### src/rtl/scan_unload_ctrl.sv
// ============================================================================
// Module      : scan_unload_ctrl
// Description : Unloads the DES round-register scan chain MSB-first and
//               delivers each rebuilt 32-bit image via a 2-entry word buffer.
//               Optional macro SCAN_RECIRC_EN recirculates scan_so -> scan_si.
// Revision    : 1.0 - initial release
// ============================================================================
`default_nettype none

module scan_unload_ctrl #(
    parameter int NUM_REGS = 16,
    parameter int IDX_W    = 4
) (
    input  logic             clk,
    input  logic             rst,
    input  logic             start,
    output logic             busy,
    output logic             done,
    output logic             overflow,
    output logic             test_mode,
    output logic             scan_si,
    input  logic             scan_so,
    output logic [32:1]      word_data,
    output logic [IDX_W-1:0] word_idx,
    output logic             word_valid,
    input  logic             word_ready
);

    localparam logic [0:0]       c_ST_IDLE  = 1'b0;
    localparam logic [0:0]       c_ST_SHIFT = 1'b1;
    localparam logic [IDX_W-1:0] c_LAST_IDX = IDX_W'(NUM_REGS - 1);
    localparam logic [IDX_W-1:0] c_IDX_ONE  = IDX_W'(1);

    logic [0:0]       r_state;
    logic [0:0]       w_state_nxt;
    logic [4:0]       r_bit_cnt;
    logic [IDX_W-1:0] r_word_cnt;
    logic [32:1]      r_sh;
    logic             r_done;
    logic             r_overflow;

    logic [32:1]      r_mem_data [0:1];
    logic [IDX_W-1:0] r_mem_idx  [0:1];
    logic             r_wptr;
    logic             r_rptr;
    logic [1:0]       r_count;

    logic             w_shift;
    logic             w_start_acc;
    logic             w_word_done;
    logic             w_last_bit;
    logic [32:1]      w_sh_nxt;
    logic             w_pop;
    logic             w_push_ok;
    logic             w_drop;

    assign w_shift     = (r_state == c_ST_SHIFT);
    assign w_start_acc = (r_state == c_ST_IDLE) && start;
    assign w_word_done = w_shift && (r_bit_cnt == 5'd31);
    assign w_last_bit  = w_word_done && (r_word_cnt == c_LAST_IDX);
    assign w_sh_nxt    = {r_sh[31:1], scan_so};

    // A pop frees the head slot on the same edge, so a full buffer can still take a push.
    assign w_pop     = (r_count != 2'd0) && word_ready;
    assign w_push_ok = w_word_done && ((r_count != 2'd2) || w_pop);
    assign w_drop    = w_word_done && !w_push_ok;

    always_ff @(posedge clk) begin
        if (rst) begin
            r_state <= c_ST_IDLE;
        end else begin
            r_state <= w_state_nxt;
        end
    end

    always_comb begin
        w_state_nxt = r_state;
        case (r_state)
            c_ST_IDLE:  if (start)      w_state_nxt = c_ST_SHIFT;
            c_ST_SHIFT: if (w_last_bit) w_state_nxt = c_ST_IDLE;
            default:                    w_state_nxt = c_ST_IDLE;
        endcase
    end

    always_ff @(posedge clk) begin
        if (rst) begin
            r_bit_cnt  <= '0;
            r_word_cnt <= '0;
            r_sh       <= '0;
            r_done     <= 1'b0;
            r_overflow <= 1'b0;
        end else begin
            r_done <= w_last_bit;
            if (w_start_acc) begin
                r_bit_cnt  <= '0;
                r_word_cnt <= '0;
                r_overflow <= 1'b0;
            end else if (w_shift) begin
                r_sh      <= w_sh_nxt;
                r_bit_cnt <= r_bit_cnt + 5'd1;
                if (w_word_done) r_word_cnt <= r_word_cnt + c_IDX_ONE;
                if (w_drop)      r_overflow <= 1'b1;
            end
        end
    end

    always_ff @(posedge clk) begin
        if (rst) begin
            r_mem_data[0] <= '0;
            r_mem_data[1] <= '0;
            r_mem_idx[0]  <= '0;
            r_mem_idx[1]  <= '0;
            r_wptr        <= 1'b0;
            r_rptr        <= 1'b0;
            r_count       <= 2'd0;
        end else begin
            if (w_push_ok) begin
                r_mem_data[r_wptr] <= w_sh_nxt;
                r_mem_idx[r_wptr]  <= r_word_cnt;
                r_wptr             <= ~r_wptr;
            end
            if (w_pop) r_rptr <= ~r_rptr;
            case ({w_push_ok, w_pop})
                2'b10:   r_count <= r_count + 2'd1;
                2'b01:   r_count <= r_count - 2'd1;
                default: r_count <= r_count;
            endcase
        end
    end

    assign busy       = w_shift;
    assign test_mode  = w_shift;
    assign done       = r_done;
    assign overflow   = r_overflow;
    assign word_valid = (r_count != 2'd0);
    assign word_data  = r_mem_data[r_rptr];
    assign word_idx   = r_mem_idx[r_rptr];

`ifdef SCAN_RECIRC_EN
    assign scan_si = w_shift & scan_so;
`else
    assign scan_si = 1'b0;
`endif

endmodule

`default_nettype wire

### config.mk
export PLATFORM = sky130hd
export DESIGN_NAME = scan_unload_ctrl
export DESIGN_NICKNAME = d
export VERILOG_FILES = /design/src/rtl/scan_unload_ctrl.sv
export SDC_FILE = /design/constraint.sdc
export NUM_CORES = 1
export LEC_CHECK = 0
export CORE_MARGIN = 1.5
export CORE_UTILIZATION = 50
export CTS_CLUSTER_DIAMETER = 200
export DETAILED_ROUTE_END_ITERATION = 12
export GPL_ROUTABILITY_DRIVEN = 0
export PLACE_DENSITY_LB_ADDON = 0.1
export SLEW_MARGIN = 25
export SYNTH_ARGS = -nofsm -noshare
export SYNTH_HDL_FRONTEND = slang
export SYNTH_SLANG_ARGS = --single-unit
### constraint.sdc
create_clock -name clk -period 3.6 [get_ports clk]
set_input_delay 0.36 -clock clk [delete_from_list [all_inputs] [get_ports clk]]
set_output_delay 0.36 -clock clk [all_outputs]
set_load 0.02 [all_outputs]
[Yosys cells after proc, flatten, opt, wreduce, memory -nomap -nowiden]
Memories as Yosys holds them, arrays and structs flattened. A register that Yosys moved wholly into a read port is not among the register bits.
Cells that the tools add are included.
Storage, ports and cells
  RAM bits: 72
  register bits after elaboration: 47
  memories: 2
  input port bits: 5
  output and inout port bits: 42
  word-level logic and storage cells: 59
Memories
  r_mem_data: words 2, width 32, read ports 1, clocked after Yosys merged registers in 1, write ports 2, RTL line 42  | logic [32:1] r_mem_data [0:1];
  r_mem_idx: words 2, width 4, read ports 1, clocked after Yosys merged registers in 1, write ports 2, RTL line 43  | logic [IDX_W-1:0] r_mem_idx [0:1];
Operators by class
  add/subtract/negate cells: 4
  equal/unequal tests: 5
  bitwise logic cells: 4
  reduce and logical (&&, ||, !) cells: 16
  multiplexer cells: 19
Operators with widths (count)
  32-bit 2-to-1 mux: 1
  32-bit OR reduction: 1
  1-bit 2-to-1 mux: 15
  1-bit logical AND: 6
  2-bit AND reduction: 3
  5-bit by 1-bit adder with 5-bit output, second input constant: 1
  5-bit == test, second input constant: 1
  4-bit by 1-bit adder with 4-bit output, second input constant: 1
  4-bit == test, second input constant: 1
  4-bit 2-to-1 mux: 1
  1-bit inverter: 4
  2-bit case mux with 2 select lines: 1
  2-bit nonzero test: 2
  4-bit OR reduction: 1
  2-bit by 1-bit adder with 2-bit output, second input constant: 1
  2-bit by 1-bit == test with 1-bit output, second input constant: 1
  2-bit == test, second input constant: 1
  2-bit != test, second input constant: 1
  1-bit case mux with 2 select lines: 1
  2-bit OR reduction: 1
  2-bit by 1-bit subtractor with 2-bit output, second input constant: 1
  1-bit logical NOT: 1
  1-bit logical OR: 1

[Longest topological paths before layout]
Gate-level depths: netlist (run 1).
  word-level depth: 9
  mapped depth: 10

[Least setup slack after synthesis (run 1)]
No wires, ideal clock.
  path kind: flip-flop to flip-flop
  start point: register r_bit_cnt[0]
  end point: memory r_mem_data[0][0] (netlist name), enable pin
  cell stages (with the launch flop): 8
  setup slack: 0.243 ns
  period minus slack after synthesis: 3.357 ns
  data arrival time: 2.921 ns
  setup time: 0.437 ns
  cells stage by stage: dfxtp_1 ha_1 and3_1 ha_1 nand2_4 nor2_1 inv_1 o21bai_1
RTL lines
  from (decl): RTL line 36  | logic [4:0] r_bit_cnt;
  from (signal assigned): RTL line 100  | r_bit_cnt <= r_bit_cnt + 5'd1;
  to (decl): RTL line 42

==> out/qor.csv, run 1 <==
stage,metric,value,unit
synth,most frequent cells after synthesis,"and2_1 (73), edfxtp_1 (72), dfxtp_1 (48)",
cells_and_area,Final Cell Area,0.006102,mm²
worst_setup_path,worst r2r src,r_bit_cnt[0]$_SDFFE_PP0P_,
synth,Mapped Cells,375,
die,I/O pins,47,
worst_setup_path,CP Class,register to output port,
power_and_ir_drop,VDD IR max,0.3667,mV
worst_setup_path,Worst Reg-to-Reg Cells,7,
synth,post-synthesis sequential area ratio,62.81,%
synth,Post-synth EDFFs,72,
detailed_routing,vias after detailed routing,2807,
sta,max-slew violation count,0,
power_and_ir_drop,leakage power,2.320,nW
sta,Final Hold Fails,0,
global_route,antenna violations before repair,0,
global_route,global-route wire length before repair,13.10,mm
detailed_routing,Starting DRT DRC Count,108,
clocking,hold-fix buffer count after cts,0,
power_and_ir_drop,switching power,0.6948,mW
clocking,CTS Sinks,120,
worst_setup_path,CP Cell Sequence,buf_4 > mux2_2 > clkdlybuf4s50_1,
worst_setup_path,WP data arrival,2210,ps
synth,"count leader, synth",and2_1,
clocking,H-tree levels,4,
die,total die area,0.01055,mm²
sta,min cycle time layout,2566,ps
detailed_routing,total DRC errors in the routed layout,0,
sta,Layout Skew,7.548,ps
synth,Ys Warns,0,
detailed_routing,drt pass-1 iters,4,
cells_and_area,Area Overhead vs Synth,22.72,%
power_and_ir_drop,sequential power share,46.0,%
status,status,completed,
clocking,setup bufs post-CTS,0,
place,PortBufs,45,
power_and_ir_drop,clock share of power,49.8,%
worst_setup_path,Worst Setup End Kind,output port,
worst_hold_path,worst hold path class,register to register,
place,dpl hpwl,4.882,mm
die,Initial Util,51.11,%
clocking,TritonCTS buffer count,17,
detailed_routing,Final ANT Viol Nets,0,
synth,top cell type's share of synthesized area,43.48,%
sta,Worst slew margin,44.84,%
sta,Final Cycle Share,71.27,%
clocking,CTS max path bufs,2,
power_and_ir_drop,Pint,2.546,mW
synth,Seq cells post-synth,120,
cells_and_area,nets,433,
worst_setup_path,CP Data Required Time,3240,ps
cells_and_area,post-route core utilization,62.72,%
synth,Netlist cell types,33,
power_and_ir_drop,switching share of total power,21.44,%
place,Post-DP Area,0.005524,mm²
worst_setup_path,r2r endpoint,r_mem_data[0][17]$_SDFFCE_PN0P_,
die,die width,102.7,µm
cells_and_area,layout cells sized above 1,18.99,%
worst_setup_path,R2R setup slack,1230,ps
synth,largest cells by area after synthesis,"edfxtp_1 (43%), dfxtp_1 (19%), and2_1 (9.2%), mux2_2 (8.2%), mux2i_1 (6.6%)",
global_route,maximum number of pins on one net before global-route repair,44,
synth,ys async rst share,0,%
worst_setup_path,crit path max fanout,36,
die,Core Rows,36,
synth,prevailing post-synth register cell,edfxtp_1,
die,Die H,102.7,µm
synth,Post-Syn Area,0.004972,mm²
global_route,global route overflow,0,
synth,Yosys top cell by area,edfxtp_1,
worst_setup_path,slowest CP cell,clkdlybuf4s50_1,
synth,Avg Inst Size Synth,13.26,µm²
sta,Worst-Margin Slew,821.2,ps
sta,Max Clk Rate,389.7,MHz
detailed_routing,Vias/cell,4.925,
sta,Setup TNS Final,0,ps
job,# Max-Cap Violations,0,
detailed_routing,drt wl/cell,14.41,µm
sta,RSZ-0062 raised after global routing,false,
global_route,Tot GR Track Use,16.94,%
sta,final setup violating endpoints,0,
detailed_routing,DRT Wirelength,8.213,mm
clocking,Root Buffer,clkbuf_8,
die,core area,0.009729,mm²
cells_and_area,# diodes,0,
worst_setup_path,crit path to,word_idx[0],
clocking,clk_lat worst skew,510,ps
clocking,CTS resizes,0,
power_and_ir_drop,combinational share of power,4.2,%
synth,Mapped Nets,384,
power_and_ir_drop,Power Dens Cells,531.1,mW/mm²
clocking,CTS tree,done,
global_route,vias in the first global route,2731,
clocking,CTS clock-pin slew for the worst setup and hold paths,60,ps
worst_setup_path,CP Launch Type,register,
worst_setup_path,Critical Path Max Stage Delay,540,ps
cell usage in the layout, fill, tap and decap left out, types with 2 or more instances in the layout:
master,count
clkbuf_16,16
clkbuf_8,2
inv_6,2
ha_1,4
a21o_1,3
dfxtp_1,47
xor2_1,4
clkinv_4,4
mux2_2,36
and2_1,73
edfxtp_1,72
and3_1,2
nor2_1,45
mux2i_1,33
buf_4,8
bufinv_16,2
clkinvlp_4,3
clkdlybuf4s50_1,45
a21oi_1,4
inv_1,3
xnor2_1,4
nand2_1,3
nand3_1,3
clkinv_2,3
through the flow:
step	std cells	setup slack [ps]	total power, mW	hold WS, ps
after floorplan	375	242.6	1.605	443.8
after detailed placement	538	1195	1.657	466.4
after global routing	570	927.5	3.346	489.4
after global placement	538	1242	1.655	460.3
after CTS	570	969.4	3.276	482.4
final	570	1034	3.241	483.2
area by class of cell:
cell class | instances | area, µm²
Clock buffer | 18 | 427.9
Clock inverter | 14 | 150.1
Fill cell | 767 | 3627
Inverter | 3 | 11.26
Multi-Input combinational cell | 229 | 1712
Sequential cell | 120 | 3124
Tap cell | 133 | 166.4
Timing Repair Buffer | 53 | 510.5
state kept, by name, summed over array words and instances (netlist names), named ones only:
name	flops
busy	1
done	1
overflow	1
r_bit_cnt	5
r_count	2
r_mem_data	64
r_mem_idx	8
r_rptr	1
r_sh	31
r_word_cnt	4
r_wptr	1
power by group through the flow:
stage / clock network [mW] / logic, mW / registers (mW)
2_1_floorplan: 0 / 0.0860 / 1.52
3_3_place_gp: 0 / 0.135 / 1.52
3_5_place_dp: 0 / 0.136 / 1.52
4_1_cts: 1.65 / 0.137 / 1.49
5_1_grt: 1.71 / 0.144 / 1.49
6_report: 1.61 / 0.135 / 1.49
kinds of logic after synthesis:
kind of cell    after synthesis  synth area share [%]
compound gates               12                 1.585
other cells                   1               0.07542
xor+xnor                      8                 1.409
mux                          69                 14.80
buf+inv                      26                 2.994
simple gates                135                 15.32
flops                       120                 62.81
fa+ha+maj                     4                 1.007
worst min path at each step:
stage,startpoint,endpoint,depth (start not counted)
6_report,overflow$_SDFFE_PP0P_,overflow$_SDFFE_PP0P_,2
5_1_grt,start,busy$_SDFF_PP0_,3
4_1_cts,start,busy$_SDFF_PP0_,3
3_5_place_dp,overflow$_SDFFE_PP0P_,overflow$_SDFFE_PP0P_,2
3_3_place_gp,overflow$_SDFFE_PP0P_,overflow$_SDFFE_PP0P_,2
2_1_floorplan,r_word_cnt[3]$_SDFFE_PP0P_,done$_SDFF_PP0_,2
per-layer routing:
metal  vias up  share of wire [%]  global-route usage (%)
met2        48                 48                   27.00
met5         -                  0                       0
li1       1396                  -                       -
met4         0                1.3                   8.535
met3         6                3.7                   5.424
met1      1357                 47                   20.84
worst max-delay path: cells and delay by family, from the launching register on:
family | cells | cell delay, ps
muxes | 1 | 420
DFF | 1 | 300
buffers and inverters | 2 | 960
(Power assumes the default switching activity.)
==> run 2: changes to the inputs <==
==> constraint.sdc (replaced) <==
create_clock -name clk -period 2.4 [get_ports clk]
set_input_delay 0.24 -clock clk [delete_from_list [all_inputs] [get_ports clk]]
set_output_delay 0.24 -clock clk [all_outputs]
set_load 0.02 [all_outputs]
==> out/qor.csv, run 2 (synthesis results as in run 1) <==
stage,metric,value,unit,change
status,status,completed,,unchanged
cells_and_area,Largest regs,"r_mem_data x64, r_sh x31, r_mem_idx x8",,unchanged
die,I/O pins,47,,unchanged
clocking,CTS max path bufs,2,,unchanged
die,Initial Util,51.11,%,unchanged
sta,final setup violating endpoints,0,,unchanged
clocking,clk_lat worst skew,500,ps,was 510 ps
die,die width,102.7,µm,unchanged
power_and_ir_drop,leakage power,2.369,nW,was 2.320 nW
global_route,global-route wire length before repair,13.63,mm,was 13.10 mm
sta,Worst slew margin,57.07,%,was 44.84%
global_route,maximum number of pins on one net before global-route repair,42,,was 44
sta,Max Clk Rate,433.8,MHz,
global_route,antenna violations before repair,0,,unchanged
worst_setup_path,crit path max fanout,18,,was 36
detailed_routing,Vias/cell,4.960,,was 4.925
sta,Setup TNS Final,0,ps,unchanged
cells_and_area,# diodes,0,,unchanged
worst_setup_path,WP data arrival,2070,ps,was 2210 ps
sta,Final WS setup,94.69,ps,was 1034 ps
cells_and_area,Area Overhead vs Synth,24.91,%,was 22.72%
cells_and_area,number of flip-flops in the largest register,64,,unchanged
sta,Final Hold Fails,0,,unchanged
sta,min cycle time layout,2305,ps,
detailed_routing,total DRC errors in the routed layout,0,,unchanged
cells_and_area,"most common cell after layout, fill and taps aside",and2_1,,unchanged
worst_setup_path,CP Class,register to output port,,unchanged
clocking,CTS Sinks,120,,unchanged
place,PortBufs,45,,unchanged
clocking,H-tree levels,4,,unchanged
power_and_ir_drop,Power Total,5.098,mW,was 3.241 mW
cells_and_area,most flop-heavy register,r_mem_data,,unchanged
sta,Layout Skew,7.364,ps,was 7.548 ps
place,post-place setup slack,117.0,ps,was 1195 ps
die,Die H,102.7,µm,unchanged
sta,Worst-Margin Slew,644.0,ps,was 821.2 ps
detailed_routing,DRT Wirelength,8.245,mm,was 8.213 mm
detailed_routing,Starting DRT DRC Count,107,,was 108
power_and_ir_drop,Power Dens Cells,820.9,mW/mm²,was 531.1 mW/mm²
sta,max-slew violation count,0,,unchanged
detailed_routing,drt wl/cell,14.39,µm,was 14.41 µm
die,Core Rows,36,,unchanged
detailed_routing,drt pass-1 iters,5,,was 4
place,Placed Cells,541,,was 538
clocking,TritonCTS buffer count,17,,unchanged
power_and_ir_drop,VDD IR max,0.4626,mV,was 0.3667 mV
job,# Max-Cap Violations,0,,unchanged
global_route,vias in the first global route,2802,,was 2731
cells_and_area,nets,436,,was 433
die,core area,0.009729,mm²,unchanged
cells_and_area,most frequent cells in the layout,"and2_1 (73), edfxtp_1 (72), dfxtp_1 (47)",,unchanged
sta,Final Cycle Share,96.05,%,
sta,RSZ-0062 raised after global routing,false,,unchanged
worst_setup_path,Worst Setup End Kind,output port,,unchanged
detailed_routing,vias after detailed routing,2842,,was 2807
die,total die area,0.01055,mm²,unchanged
global_route,global route overflow,0,,unchanged
worst_setup_path,CP Data Required Time,2160,ps,was 3240 ps
cells_and_area,layout cells sized above 1,19.32,%,was 18.99%
clocking,CTS tree,done,,unchanged
sta,Hold WS,376.0,ps,was 483.2 ps
place,dpl hpwl,4.891,mm,was 4.882 mm
worst_setup_path,CP Launch Type,register,,unchanged
worst_hold_path,worst hold path class,primary input to register,,was register to register
clocking,Root Buffer,clkbuf_8,,unchanged
global_route,Tot GR Track Use,17.44,%,was 16.94%
cells_and_area,Finished Layout Cells,573,,was 570
detailed_routing,Final ANT Viol Nets,0,,unchanged
clocking,CTS clock-pin slew for the worst setup and hold paths,50,ps,was 60 ps
[run 2: cell count changes in the layout (fill, tap and decap cells not counted), sizes merged]
| cell | before | now |
|---|---|---|
| clkbuf | 18 | 25 |
| clkinvlp | 3 | 2 |
| clkinv | 7 | 1 |
| bufinv | 2 | 4 |
| inv | 5 | 3 |
| buf | 8 | 11 |
[run 2: timing repair]
item                       CTS  global route
gates resized for setup      0             2
hold endpoints to repair     0             0
setup endpoints to repair    0             1
buffers inserted             0             0
hold buffers                 0             0
[run 2: power breakdown]
part / internal [mW] / switching, mW / leakage [nW]
clock network: 1.82 / 0.828 / 0.305
registers: 2.22 / 0.0143 / 1.13
logic: 0.0918 / 0.116 / 0.934
[run 2: final timing paths]
kind / cells past startpoint / endpoint / from / slack, ps
worst max register to register: 9 / r_count[1]$_SDFFE_PP0P_ / r_bit_cnt[0]$_SDFFE_PP0P_ / 200
worst max-delay path: 3 / word_idx[3] / register / 90
worst min register to register: 2 / overflow$_SDFFE_PP0P_ / overflow$_SDFFE_PP0P_ / 480
worst min-delay path: 3 / busy$_SDFF_PP0_ / start / 380
[run 2: final cells by class]
cell class,instances,area (µm²)
clock buffer,25,494.2
inverter,3,11.26
tap,133,166.4
clock inverter,7,140.1
fill,768,3518
timing repair buffer,56,558.0
sequential,120,3124
multi-input combinational,229,1717
[run 2: per-layer routing]
layer	wire length [µm]	track usage, %	vias up
li1	-	-	1405
met1	3843	21.60	1387
met2	4120	28.78	45
met3	215	6.034	5
met4	66	5.690	0
met5	0	0	-
[run 2: stage by stage]
step / utilization (%) / cell area [µm²]
6_report: 63.84 / 6211
5_1_grt: 63.84 / 6211
4_1_cts: 63.79 / 6206
3_5_place_dp: 57.27 / 5572
3_3_place_gp: 57.27 / 5572
2_1_floorplan: - / 4984
[run 2: worst max-delay path, stage by stage (launching register included)]
cell and delay [ps]:
dfxtp_1 340, buf_4 290, mux2_2 400, clkdlybuf4s50_1 540
==> run 3: changes to the inputs <==
--- a/config.mk
+++ b/config.mk
@@ -11,6 +11,7 @@
 export DETAILED_ROUTE_END_ITERATION = 12
 export GPL_ROUTABILITY_DRIVEN = 0
 export PLACE_DENSITY_LB_ADDON = 0.1
+export SKIP_CTS_REPAIR_TIMING = 1
 export SLEW_MARGIN = 25
 export SYNTH_ARGS = -nofsm -noshare
 export SYNTH_HDL_FRONTEND = slang
==> results of run 3 <==
Same layout as run 2: the final DEF is identical, and so are final timing and power.
